File: config.mk
export PLATFORM = sky130hd
export DESIGN_NAME = hall_commutator
export DESIGN_NICKNAME = d
export VERILOG_FILES = /design/src/rtl/hall_commutator.sv
export SDC_FILE = /design/constraint.sdc
export NUM_CORES = 1
export LEC_CHECK = 0
export CORE_ASPECT_RATIO = 1.2
export CORE_MARGIN = 4
export CORE_UTILIZATION = 58
export CTS_BUF_LIST = sky130_fd_sc_hd__clkbuf_4 sky130_fd_sc_hd__clkbuf_8
export CTS_CLUSTER_SIZE = 30
export DETAILED_ROUTE_END_ITERATION = 12
export PLACE_DENSITY = 0.78
export SYNTH_ARGS = -nofsm -noshare
export SYNTH_HDL_FRONTEND = slang
export SYNTH_SLANG_ARGS = --single-unit
File: constraint.sdc
create_clock -name clk_i -period 4.55 [get_ports clk_i]
set_input_delay 1.1375 -clock clk_i [delete_from_list [all_inputs] [get_ports clk_i]]
set_output_delay 1.1375 -clock clk_i [all_outputs]
set_load 0.005 [all_outputs]
File: src/rtl/hall_commutator.sv
// Hall sensor decoder and six-step commutation driver for one BLDC motor.
// Raw Hall inputs are synchronised and debounced. Each accepted code is mapped
// to a commutation step, checked for legal sequencing and timed for the speed
// loop. The bridge is blanked on invalid codes, sequence errors, stall or
// when the motor is disabled. Every output comes straight from a flop.
module hall_commutator #(
  parameter int unsigned DEBOUNCE     = 4,
  parameter int unsigned STALL_CYCLES = 100000,
  parameter int unsigned PERIOD_W     = 20
) (
  input  logic                clk_i,
  input  logic                rst_ni,
  input  logic                enable_i,
  input  logic                dir_i,
  input  logic [2:0]          hall_i,
  output logic [5:0]          status_o,
  output logic [2:0]          step_o,
  output logic [PERIOD_W-1:0] period_o,
  output logic                period_valid_o,
  output logic                fault_o,
  output logic                stall_o
);

  localparam int unsigned         DB_W    = (DEBOUNCE > 1) ? $clog2(DEBOUNCE) : 1;
  localparam logic [DB_W-1:0]     DB_LAST = DB_W'(DEBOUNCE - 1);
  localparam logic [PERIOD_W-1:0] CNT_MAX = {PERIOD_W{1'b1}};

  // Forward-sequence code to step map; invalid codes never reach a step update.
  function automatic logic [2:0] code_to_step(input logic [2:0] code);
    logic [2:0] s;
    s = 3'd0;
    case (code)
      3'b001:  s = 3'd0;
      3'b011:  s = 3'd1;
      3'b010:  s = 3'd2;
      3'b110:  s = 3'd3;
      3'b100:  s = 3'd4;
      3'b101:  s = 3'd5;
      default: s = 3'd0;
    endcase
    return s;
  endfunction

  // Forward drive {AH,AL,BH,BL,CH,CL}; reverse uses the step three places on,
  // which is the same phase pair with high and low sides exchanged.
  function automatic logic [5:0] drive_pattern(input logic [2:0] step);
    logic [5:0] p;
    p = 6'b000000;
    case (step)
      3'd0:    p = 6'b100100;
      3'd1:    p = 6'b100001;
      3'd2:    p = 6'b001001;
      3'd3:    p = 6'b011000;
      3'd4:    p = 6'b010010;
      3'd5:    p = 6'b000110;
      default: p = 6'b000000;
    endcase
    return p;
  endfunction

  logic [2:0]          sync1_q, sync2_q;
  logic [2:0]          cand_q;
  logic [DB_W-1:0]     db_cnt_q;
  logic [2:0]          acc_code_q;
  logic [2:0]          step_q;
  logic [PERIOD_W-1:0] cnt_q, period_q;
  logic                pv_q, inv_q, seq_q, stall_q;
  logic                have_prev_q, exempt_q;
  logic [5:0]          status_q;

  logic                accept, code_ok, step_chg, bad_code, stalled, adjacent;
  logic [2:0]          new_step, step_d, acc_code_d, drive_step;
  logic [PERIOD_W-1:0] cnt_d, period_d;
  logic                pv_d, inv_d, seq_d, stall_d, have_prev_d, exempt_d, live;
  logic [5:0]          status_d;

  // Two-flop synchroniser for the asynchronous Hall pins.
  always_ff @(posedge clk_i or negedge rst_ni) begin
    if (!rst_ni) begin
      sync1_q <= 3'b000;
      sync2_q <= 3'b000;
    end else begin
      sync1_q <= hall_i;
      sync2_q <= sync1_q;
    end
  end

  // Debounce: restart on any change, count stable cycles up to DEBOUNCE-1.
  always_ff @(posedge clk_i or negedge rst_ni) begin
    if (!rst_ni) begin
      cand_q   <= 3'b000;
      db_cnt_q <= '0;
    end else if (sync2_q != cand_q) begin
      cand_q   <= sync2_q;
      db_cnt_q <= '0;
    end else if (db_cnt_q != DB_LAST) begin
      db_cnt_q <= db_cnt_q + DB_W'(1);
    end
  end

  // Acceptance, sequencing, period, stall and bridge drive next-state logic.
  always_comb begin
    accept   = (sync2_q == cand_q) && (db_cnt_q == DB_LAST) && (cand_q != acc_code_q);
    code_ok  = (cand_q != 3'b000) && (cand_q != 3'b111);
    step_chg = accept && code_ok;
    bad_code = accept && !code_ok;
    new_step = code_to_step(cand_q);
    // Stalled means the threshold was already reached before this edge.
    stalled  = 32'(cnt_q) >= STALL_CYCLES;
    adjacent = (new_step == ((step_q == 3'd5) ? 3'd0 : step_q + 3'd1)) ||
               (new_step == ((step_q == 3'd0) ? 3'd5 : step_q - 3'd1));

    acc_code_d = accept ? cand_q : acc_code_q;
    step_d     = step_chg ? new_step : step_q;
    inv_d      = bad_code ? 1'b1 : (step_chg ? 1'b0 : inv_q);

    cnt_d = (cnt_q == CNT_MAX) ? cnt_q : cnt_q + PERIOD_W'(1);
    if (step_chg) cnt_d = PERIOD_W'(1);
    period_d = step_chg ? cnt_q : period_q;
    pv_d     = step_chg && have_prev_q && !stalled;

    seq_d = seq_q;
    if (!enable_i) seq_d = 1'b0;
    else if (step_chg && !exempt_q && !stalled && !adjacent) seq_d = 1'b1;

    exempt_d = exempt_q;
    if (!enable_i) exempt_d = 1'b1;
    else if (step_chg) exempt_d = 1'b0;
    else if (stalled) exempt_d = 1'b1;

    have_prev_d = have_prev_q;
    if (step_chg) have_prev_d = 1'b1;
    else if (stalled) have_prev_d = 1'b0;

    // A step change on the threshold cycle reloads cnt, so it wins over stall.
    stall_d = enable_i && (32'(cnt_d) >= STALL_CYCLES);

    live       = (acc_code_d != 3'b000) && (acc_code_d != 3'b111);
    drive_step = dir_i ? ((step_d >= 3'd3) ? step_d - 3'd3 : step_d + 3'd3) : step_d;
    status_d   = 6'b000000;
    if (enable_i && live && !seq_d && !stall_d) status_d = drive_pattern(drive_step);
  end

  // Registered state and outputs.
  always_ff @(posedge clk_i or negedge rst_ni) begin
    if (!rst_ni) begin
      acc_code_q  <= 3'b000;
      step_q      <= 3'd0;
      cnt_q       <= '0;
      period_q    <= '0;
      pv_q        <= 1'b0;
      inv_q       <= 1'b0;
      seq_q       <= 1'b0;
      stall_q     <= 1'b0;
      have_prev_q <= 1'b0;
      exempt_q    <= 1'b1;
      status_q    <= 6'b000000;
    end else begin
      acc_code_q  <= acc_code_d;
      step_q      <= step_d;
      cnt_q       <= cnt_d;
      period_q    <= period_d;
      pv_q        <= pv_d;
      inv_q       <= inv_d;
      seq_q       <= seq_d;
      stall_q     <= stall_d;
      have_prev_q <= have_prev_d;
      exempt_q    <= exempt_d;
      status_q    <= status_d;
    end
  end

  assign status_o       = status_q;
  assign step_o         = step_q;
  assign period_o       = period_q;
  assign period_valid_o = pv_q;
  assign fault_o        = inv_q | seq_q;
  assign stall_o        = stall_q;

endmodule

==> impl_metrics.py <==
metrics = {
    "routing": {
        "vias": 2960,
        "drc": 0,
        "routedWlPerCell_um": 15.24,
        "drtIter0Drc": 193,
        "vias_per_cell": 5.660,
        "postRouteAntennaNets": 0,
        "drt_wl_total_um": 7971,
        "drt_pass1_iterations": 4,
    },
    "worst_setup_path": {
        "path_class": "reg -> reg",
        "slowest_stage": "dfrtp_1",
        "cp_data_arrival_time_ps": 4430,
        "startpoint": "cand_q[0]",
        "crit_end": "status_o[5]",
        "r2r_cells": 14,
        "cp_slowest_stage_delay_ps": 720,
        "rrSetupSlack_ps": 400,
        "start_kind": "register",
        "worstPathCellList": "xor2_1, nor3_2, nor4_1, a211o_1, or2_2, ha_1, ha_1, a21oi_1, o41ai_1, a211o_1, mux2i_1, a21oi_1, nor3b_1, nor2b_1",
        "critPathCaptureType": "register",
        "rr_startpoint": "cand_q[0]",
        "r2r-end": "status_o[5]",
        "critPathMaxFanout": 19,
        "worstPathRequired_ps": 4830,
    },
    "clock_network": {
        "cts_sinks": 69,
        "cts_setup_buffers": 0,
        "tritoncts": "yes",
        "clk_pin_slew_ps": 80,
        "cts_resized": 0,
        "htreeDepth": 3,
        "clock_path_buffers": 2,
        "clk-insertion-delay-late_ps": 340,
        "cts_made_buffers": 9,
        "cts_hold_buffers": 0,
        "cts_root_buf": "clkbuf_8",
    },
    "floorplan": {
        "num_io_pins": 39,
        "fp.dieH_um": 95.72,
        "initial_core_util": 0.6068,
        "die_x_um": 81.10,
        "design.core.area_mm2": 0.006128,
        "rows": 31,
        "die_area_mm2": 0.007762,
    },
    "yosys": {
        "ys_ff_latch": 69,
        "synth_edf_count": 0,
        "yosysWarnings": 0,
        "yosys.cell_types.count": 61,
        "synth_nets": 425,
        "synthArstFlopShare": 1.000,
        "ys.flop_type": "dfrtp_1",
        "syn_area_mm2": 0.003719,
        "syn_avg_cell_area_um2": 9.048,
        "syn_inst": 411,
        "ys_seq_area_frac": 0.4647,
    },
    "placement": {
        "io_buffers": 38,
        "dpl-instance-area_mm2": 0.004120,
        "hpwl_um": 5773,
        "gp_congestion": 0.9415,
    },
    "flow_run": {
        "drv_cap": 0,
    },
    "global_route": {
        "grt.overflow.total": 0,
        "grt_pass1_wl_um": 13980,
        "antenna_found_initial": 0,
        "grt_pass1_vias": 2922,
        "grt.total_usage": 0.2346,
        "grt_max_degree": 38,
    },
    "cells_and_area": {
        "antenna_cells": 0,
        "drive_above_1_share": 0.08844,
        "final_area_mm2": 0.004319,
        "layout.nets": 450,
        "syn_to_final_growth_pct": 16.15,
    },
    "sta": {
        "relSlewSlack": 0.4477,
        "grt_setup_unrepaired": "no",
        "skew_ps": 5.974,
        "period_share": 0.9126,
        "setup_violations": 0,
        "report.final.hold_viol_count": 0,
        "tightest_slew_ps": 820.9,
        "setup_tns_ps": 0,
        "slew_violations": 0,
        "finalCriticalPeriod_ps": 4152,
        "max_freq_ghz": 0.2408,
    },
    "power_and_ir_drop": {
        "leakagePower_nw": 1.991,
        "power_density_mw_per_mm2": 324.3,
        "peakVddDrop_v": 0.0003102,
    },
    "outcome": {
        "status": "complete, no violations",
    },
    "min_path": {
        "hold_start": "sync1_q[0]",
        "hp-class": "reg -> reg",
    },
}
==> layout make-up <==
type	count	area (um^2)
Multi-Input combinational cell	296	1809
Fill cell	523	1809
Sequential cell	69	1728
Timing Repair Buffer	44	420.4
Clock buffer	9	123.9
Tap cell	82	102.6
Clock inverter	7	75.07
Inverter	16	60.06
==> kinds of logic (layout without fill, tap and decap cells) <==
family | Yosys count | after routing | share of synthesized area
AND/OR/NAND/NOR | 192 | 192 | 0.2655
flip-flops | 69 | 69 | 0.4647
AO/OA/AOI/OAI | 65 | 65 | 0.1188
buffers and inverters | 46 | 76 | 0.05013
XOR/XNOR | 27 | 27 | 0.06359
adder cells (fa/ha/maj) | 7 | 7 | 0.02355
multiplexers | 5 | 5 | 0.01380
==> per-stage QoR <==
| stage | instances | util | power [W] | hold slack [ps] | setup slack [ps] |
|---|---|---|---|---|---|
| floorplan | 411 | - | 0.0008523 | 331.2 | 948.6 |
| global placement | 507 | 0.6723 | 0.0009089 | 334.7 | 686.8 |
| detailed placement | 507 | 0.6723 | 0.0009151 | 337.3 | 457.2 |
| CTS | 523 | 0.7048 | 0.001413 | 360.9 | 440.5 |
| global route | 523 | 0.7048 | 0.001481 | 376.6 | 40.21 |
| finish | 523 | 0.7048 | 0.001401 | 361.2 | 397.6 |
==> where the power goes <==
group | switching, W | internal, W | total (W)
logic | 0.000105 | 0.0000885 | 0.000193
clock network | 0.000241 | 0.000254 | 0.000495
registers | 0.0000633 | 0.000649 | 0.000712
==> layout by cell type (no fill, tap or decap), types with 4 or more instances in the layout <==
master / Yosys / final
a21oi_1: 12 / 12
a31oi_1: 4 / 4
and2_1: 8 / 8
and3_1: 4 / 4
buf_4: 0 / 6
clkbuf_8: 0 / 9
clkdlybuf4s50_1: 0 / 37
dfrtp_1: 68 / 68
ha_1: 7 / 7
inv_1: 15 / 15
mux2i_1: 4 / 4
nand2_1: 74 / 74
nand3_1: 12 / 12
nand4_1: 6 / 6
nor2_1: 32 / 32
nor3_1: 15 / 14
nor4_1: 7 / 7
o211ai_1: 4 / 4
o21a_1: 5 / 5
o21ai_0: 13 / 13
or2_2: 5 / 5
or3_1: 5 / 5
xnor2_1: 11 / 11
xor2_1: 16 / 16
==> synth_stat cells, types with 5 or more instances <==
library cell | n | area (um^2)
nand2_1 | 74 | 277.8
dfrtp_1 | 68 | 1702
nor2_1 | 32 | 120.1
clkbuf_1 | 17 | 63.81
xor2_1 | 16 | 140.1
inv_1 | 15 | 56.30
nor3_1 | 15 | 75.07
o21ai_0 | 13 | 65.06
a21oi_1 | 12 | 60.06
nand3_1 | 12 | 60.06
xnor2_1 | 11 | 96.34
buf_2 | 10 | 50.05
and2_1 | 8 | 50.05
ha_1 | 7 | 87.58
nor4_1 | 7 | 43.79
nand4_1 | 6 | 37.54
o21a_1 | 5 | 37.54
or2_2 | 5 | 31.28
or3_1 | 5 | 31.28
==> how the worst min path moves through the flow <==
stage	endpoint	slack, ps	cells past startpoint
after floorplan	sync2_q[0]	330	0
after global placement	sync2_q[1]	330	0
after detailed placement	sync2_q[0]	340	0
after CTS	sync2_q[0]	360	0
after global routing	sync2_q[1]	380	0
final	sync2_q[0]	360	0
==> flip-flops by register name (all words and copies together), names as in the netlist <==
signal and flops:
cnt_q 20, acc_code_q 3, status_o 6, sync2_q 3
exempt_q 1, db_cnt_q 2, have_prev_q 1, sync1_q 3
cand_q 3, seq_q 1, inv_q 1, stall_o 1
period_valid_o 1, step_o 3, period_o 20
==> layer usage <==
layer / up-vias / part of all wire / GRT usage
met5: - / 0 / 0
met4: 0 / 0.018 / 0.09296
met3: 14 / 0.027 / 0.05243
met2: 47 / 0.52 / 0.4021
met1: 1435 / 0.43 / 0.2859
li1: 1464 / - / -
==> worst max-delay path, delay by kind of cell, from the launching register on <==
family / cells / cell delay [ps]
xor gates and xnor gates: 1 / 160
muxes: 1 / 120
and+or+nand+nor: 5 / 1510
adders and majority gates: 2 / 420
AOI/OAI and AO/OA: 5 / 1150
DFF: 1 / 720
No activity file was read; power rests on OpenSTA's default activity.
